==> config.mk <==
export PLATFORM = sky130hd
export DESIGN_NAME = decode_stage
export DESIGN_NICKNAME = d
export VERILOG_FILES = /design/src/rtl/decode_stage.sv
export SDC_FILE = /design/constraint.sdc
export NUM_CORES = 1
export LEC_CHECK = 0
export CAP_MARGIN = 20
export CELL_PAD_IN_SITES_DETAIL_PLACEMENT = 0
export CELL_PAD_IN_SITES_GLOBAL_PLACEMENT = 1
export CORE_MARGIN = 8
export CORE_UTILIZATION = 27
export CTS_CLUSTER_DIAMETER = 40
export DETAILED_ROUTE_END_ITERATION = 10
export PLACE_DENSITY_LB_ADDON = 0.1
export SYNTH_ARGS = -nofsm -noshare
export SYNTH_HDL_FRONTEND = slang
export SYNTH_SLANG_ARGS = --single-unit
export TNS_END_PERCENT = 100
==> constraint.sdc <==
create_clock -name clk -period 2.57 [get_ports clk]
set_input_delay 0.6425 -clock clk [delete_from_list [all_inputs] [get_ports clk]]
set_output_delay 0.6425 -clock clk [all_outputs]
set_load 0.05 [all_outputs]
==> src/rtl/decode_stage.sv <==
// decode_stage: RV32I decode with EX/MEM/WB forwarding, load-use stall and
// a valid/ready ID/EX pipeline register.
module decode_stage #(
  parameter int XLEN       = 32,
  parameter int NREGS_LOG2 = 5
) (
  input  logic                  clk,
  input  logic                  rst_n,
  input  logic                  in_valid,
  output logic                  in_ready,
  input  logic [31:0]           in_instr,
  input  logic [XLEN-1:0]       in_pc,
  output logic                  rf_rd_en1,
  output logic                  rf_rd_en2,
  output logic [NREGS_LOG2-1:0] rf_rd_addr1,
  output logic [NREGS_LOG2-1:0] rf_rd_addr2,
  input  logic [XLEN-1:0]       rf_rd_data1,
  input  logic [XLEN-1:0]       rf_rd_data2,
  input  logic                  ex_wr_en,
  input  logic [NREGS_LOG2-1:0] ex_wr_addr,
  input  logic [XLEN-1:0]       ex_wr_data,
  input  logic                  ex_is_load,
  input  logic                  mem_wr_en,
  input  logic [NREGS_LOG2-1:0] mem_wr_addr,
  input  logic [XLEN-1:0]       mem_wr_data,
  input  logic                  wb_wr_en,
  input  logic [NREGS_LOG2-1:0] wb_wr_addr,
  input  logic [XLEN-1:0]       wb_wr_data,
  input  logic                  flush,
  output logic                  out_valid,
  input  logic                  out_ready,
  output logic [XLEN-1:0]       out_pc,
  output logic [XLEN-1:0]       out_rs1_val,
  output logic [XLEN-1:0]       out_rs2_val,
  output logic [XLEN-1:0]       out_imm,
  output logic [NREGS_LOG2-1:0] out_rd,
  output logic [6:0]            out_opcode,
  output logic [2:0]            out_funct3,
  output logic                  out_funct7b5,
  output logic                  out_illegal
);
  localparam logic [6:0] OP     = 7'b0110011;
  localparam logic [6:0] OP_IMM = 7'b0010011;
  localparam logic [6:0] LOAD   = 7'b0000011;
  localparam logic [6:0] STORE  = 7'b0100011;
  localparam logic [6:0] BRANCH = 7'b1100011;
  localparam logic [6:0] JALR   = 7'b1100111;
  localparam logic [6:0] LUI    = 7'b0110111;
  localparam logic [6:0] AUIPC  = 7'b0010111;
  localparam logic [6:0] JAL    = 7'b1101111;

  logic [6:0] opcode;
  logic is_op, is_opimm, is_load, is_store, is_branch, is_jalr, is_lui, is_auipc, is_jal;
  logic use1, use2, has_rd, illegal, hazard, load, transfer;
  logic [NREGS_LOG2-1:0] rs1, rs2, rd;
  logic signed [31:0] imm32;
  logic [XLEN-1:0] imm, rs1_val, rs2_val;

  assign opcode    = in_instr[6:0];
  assign is_op     = opcode == OP;
  assign is_opimm  = opcode == OP_IMM;
  assign is_load   = opcode == LOAD;
  assign is_store  = opcode == STORE;
  assign is_branch = opcode == BRANCH;
  assign is_jalr   = opcode == JALR;
  assign is_lui    = opcode == LUI;
  assign is_auipc  = opcode == AUIPC;
  assign is_jal    = opcode == JAL;

  assign use1    = is_op | is_opimm | is_load | is_store | is_branch | is_jalr;
  assign use2    = is_op | is_store | is_branch;
  assign has_rd  = is_op | is_opimm | is_load | is_lui | is_auipc | is_jal | is_jalr;
  assign illegal = !(use1 | has_rd);

  assign rs1 = in_instr[15 +: NREGS_LOG2];
  assign rs2 = in_instr[20 +: NREGS_LOG2];
  assign rd  = has_rd ? in_instr[7 +: NREGS_LOG2] : '0;

  always_comb
    imm32 = (is_opimm | is_load | is_jalr) ? {{20{in_instr[31]}}, in_instr[31:20]} :
            is_store  ? {{20{in_instr[31]}}, in_instr[31:25], in_instr[11:7]} :
            is_branch ? {{19{in_instr[31]}}, in_instr[31], in_instr[7], in_instr[30:25], in_instr[11:8], 1'b0} :
            (is_lui | is_auipc) ? {in_instr[31:12], 12'b0} :
            is_jal    ? {{11{in_instr[31]}}, in_instr[31], in_instr[19:12], in_instr[20], in_instr[30:21], 1'b0} :
            '0;

  assign imm = XLEN'(imm32);

  // A loading EX result is not yet available; the hazard stall covers that case.
  function automatic logic [XLEN-1:0] resolve(input logic used, input logic [NREGS_LOG2-1:0] a,
                                              input logic [XLEN-1:0] rf);
    resolve = (!used || a == '0) ? '0 :
              (ex_wr_en && !ex_is_load && ex_wr_addr == a) ? ex_wr_data :
              (mem_wr_en && mem_wr_addr == a) ? mem_wr_data :
              (wb_wr_en && wb_wr_addr == a) ? wb_wr_data : rf;
  endfunction

  assign rs1_val = resolve(use1, rs1, rf_rd_data1);
  assign rs2_val = resolve(use2, rs2, rf_rd_data2);

  assign rf_rd_en1   = rst_n & in_valid & use1;
  assign rf_rd_en2   = rst_n & in_valid & use2;
  assign rf_rd_addr1 = rs1;
  assign rf_rd_addr2 = rs2;

  assign hazard   = in_valid & ex_wr_en & ex_is_load & (ex_wr_addr != '0) &
                    ((use1 & (ex_wr_addr == rs1)) | (use2 & (ex_wr_addr == rs2)));
  assign load     = !out_valid | out_ready;
  assign in_ready = rst_n & load & !hazard & !flush;
  assign transfer = in_valid & in_ready;

  always_ff @(posedge clk or negedge rst_n) begin
    if (!rst_n) begin
      out_valid    <= 1'b0;
      out_pc       <= '0;
      out_rs1_val  <= '0;
      out_rs2_val  <= '0;
      out_imm      <= '0;
      out_rd       <= '0;
      out_opcode   <= '0;
      out_funct3   <= '0;
      out_funct7b5 <= 1'b0;
      out_illegal  <= 1'b0;
    end else if (flush) begin
      out_valid <= 1'b0;
    end else if (load) begin
      out_valid <= transfer;
      if (transfer) begin
        out_pc       <= in_pc;
        out_rs1_val  <= rs1_val;
        out_rs2_val  <= rs2_val;
        out_imm      <= imm;
        out_rd       <= rd;
        out_opcode   <= opcode;
        out_funct3   <= in_instr[14:12];
        out_funct7b5 <= in_instr[30];
        out_illegal  <= illegal;
      end
    end
  end
endmodule

==> results.txt <==
CTS tree -> yes
Synth-to-layout area growth -> 80.9%
Leakage -> 6.13 nW
H-tree depth -> 4
Worst Clk Skew -> 12.8 ps
CTS Sinks -> 146
Total Power -> 7.24 mW
Asr flop ratio synth -> 1.00
RSZ-0062 raised after global routing -> true
WS Path Type -> primary input to output port
Setup ws final -> -104 ps
Antenna Violating Nets Remaining -> 0
HPWL Detailed -> 30.0 mm
Mapped cell area -> 0.00807 mm^2
Seq/Total Area, Yosys -> 0.453
Commonest non-fill, non-tap cells in the layout -> clkdlybuf4s50_1 (369), dfrtp_1 (146), buf_4 (112)
Fraction of layout cells with a size suffix above 1 -> 0.212
Worst vdd ir -> 0.422 mV
EDFF count, synth -> 0
Vias per cell -> 5.04
Worst slew margin -> 0.439
Hold Buf Count CTS -> 0
Synth unique cells -> 57
GRT Residual Overflow -> 0
Slew Limit Fails -> 0
Clk slew on worst S/H paths -> 70 ps
DRC viols -> 0
Pre-CTS setup slack -> -835 ps
Status -> complete, but fails checks
Die area -> 0.0357 mm^2
Maxcap violations -> 0
Synth Instances -> 832
Fillers -> 2776
Drt first-iter violations -> 395
First-pass GRT wire length -> 59.2 mm
Synth warn -> 0
Vert. Die Dim -> 189 um
HP Class -> primary input to asynchronous set/reset pin
Final period utilization -> 1.04
Top FF cell, synth -> dfrtp_1
Via count -> 8676
Power Density -> 496 mW/mm^2
NumNets Final -> 1559
Non-Filler Instances -> 1720
Fmax -> 374 MHz
Vias in the first global route -> 9320
Max FO, Critical Path -> 2
Initial core utilization -> 0.273
Most common cell after layout, fill and taps aside -> clkdlybuf4s50_1
WP data arrival -> 2030 ps
Mean Syn Cell Area -> 9.70 um^2
TritonRoute pass-1 iters -> 4
WL final -> 40.1 mm
Least-Margin Pin Slew -> 842 ps
Synthesized flop and latch total -> 146
Core ar. -> 0.0296 mm^2
Root buffer cell -> clkbuf_16
DR WL/cell -> 23.3 um
GRT Total Usage -> 0.218
Violated checks -> setup timing
Finish-stage setup viols -> 12
Die width -> 189 um
Ports -> 407
Port Buf Inserts -> 406
Pin count of the biggest net entering global routing -> 147
Worst-Skew Late Latency -> 420 ps
Std cell rows -> 63
CTS Buf Count -> 17
Crit start category -> primary input
Syn_nets -> 1080
Clk buf depth -> 2
Initial antenna violation count -> 8
GPL Wtd Cong -> 0.799
Minimum clock period -> 2670 ps
Hold Vio Cnt, Final -> 0
Inst Count DP -> 1659
WP data required -> 1930 ps
Crit. End Element -> output port
-- area by class of cell --
| type | instances | area (um^2) | share of cell area |
|---|---|---|---|
| inverters | 1 | 3.75 | 0.000257 |
| diodes | 6 | 15.0 | 0.00103 |
| multi-input cells | 593 | 4190 | 0.287 |
| repair buffers | 552 | 5680 | 0.389 |
| well taps | 390 | 488 | 0.0334 |
| clock inverters | 14 | 143 | 0.00977 |
| flip-flops and latches | 146 | 3650 | 0.250 |
| clock buffers | 18 | 429 | 0.0294 |
-- state kept, by name, indices dropped and copies added, names as in the netlist --
signal,flops
out_rs2_val,32
out_funct7b5,1
out_rs1_val,32
out_pc,32
out_opcode,7
out_valid,1
out_rd,5
out_illegal,1
out_imm,32
out_funct3,3
-- cells in the mapped netlist, types with 2 or more instances --
library cell	number	share of area
o21ai_1	8	0.0050
mux2_1	10	0.014
xnor2_1	17	0.018
dfrtp_1	146	0.45
a21o_1	4	0.0037
clkbuf_1	45	0.021
nand4_1	2	0.0016
nand2_1	90	0.042
or2_2	4	0.0031
mux2_2	33	0.046
clkbuf_2	10	0.0062
buf_4	15	0.014
a22oi_1	4	0.0037
nand2b_1	2	0.0016
buf_1	2	0.00093
mux2i_1	32	0.040
o211ai_1	32	0.030
nor3_1	4	0.0025
nor4_1	4	0.0031
a2111oi_0	32	0.035
a211o_1	2	0.0022
nor2b_1	3	0.0023
nor2_1	52	0.024
o2bb2ai_1	27	0.029
a221o_1	32	0.040
and3b_1	2	0.0022
a31o_2	5	0.0054
o21ai_0	102	0.063
a21oi_1	49	0.030
buf_2	19	0.012
xor2_1	13	0.014
nand3_1	5	0.0031
-- final timing paths --
check / from / endpoint / slack, ps / depth (start not counted)
worst min register to register: out_illegal / out_illegal / 480 / 1
max in group asynchronous: rst_n / out_rs2_val[23] / 1440 / 3
min in group clk: out_illegal / out_illegal / 480 / 1
worst max-delay path: in_instr[3] / in_ready / -100 / 7
worst max register to register: out_valid / out_rs2_val[27] / 310 / 10
worst min-delay path: rst_n / out_imm[8] / 480 / 3
-- cell families (layout without fill, tap and decap cells) --
kind of cell / after synthesis / after routing / synth area share
multiplexers: 75 / 75 / 0.0997
AO/OA/AOI/OAI: 308 / 308 / 0.260
other: 0 / 6 / 0
buffers and inverters: 93 / 585 / 0.0561
flip-flops: 146 / 146 / 0.453
XOR/XNOR: 30 / 30 / 0.0326
AND/OR/NAND/NOR: 180 / 180 / 0.0985
-- where the power goes --
group          leakage [nW]  internal (mW)  switching [mW]
clock                 0.270           1.37            1.14
sequential             1.94           2.47          0.0932
combinational          3.93          0.960            1.20
-- stage by stage --
stage | setup TNS (ps) | instance area (um^2) | util | hold WS (ps)
global route | -1300 | 14600 | 0.494 | 514
global placement | -76630 | 13600 | 0.459 | 463
CTS | -112 | 14400 | 0.488 | 490
floorplan | -247 | 8110 | - | 347
detailed placement | -77790 | 13600 | 0.459 | 473
finish | -173 | 14600 | 0.494 | 481
-- critical path: stages --
cell and delay, ps:
buf_6 90, and3b_1 230, nand4b_1 130, or3_4 440, a21oi_4 250, nor4b_4 80, buf_6 160
-- layer usage --
metal / share of wire / wire, um / vias up / global-route usage
met5: 0.00097 / 39 / - / 0
met2: 0.49 / 19500 / 366 / 0.366
li1: - / - / 4054 / -
met1: 0.41 / 16600 / 4216 / 0.262
met3: 0.083 / 3330 / 34 / 0.0743
met4: 0.015 / 607 / 6 / 0.0595
-- what timing repair did --
action                     4_1_cts  5_1_grt
setup endpoints to repair      129       51
setup buffers                   15        2
resized for setup               65       43
gates cloned                     5        1
pin swaps                       18       18
Note: power is estimated with default switching activity, not from simulation.
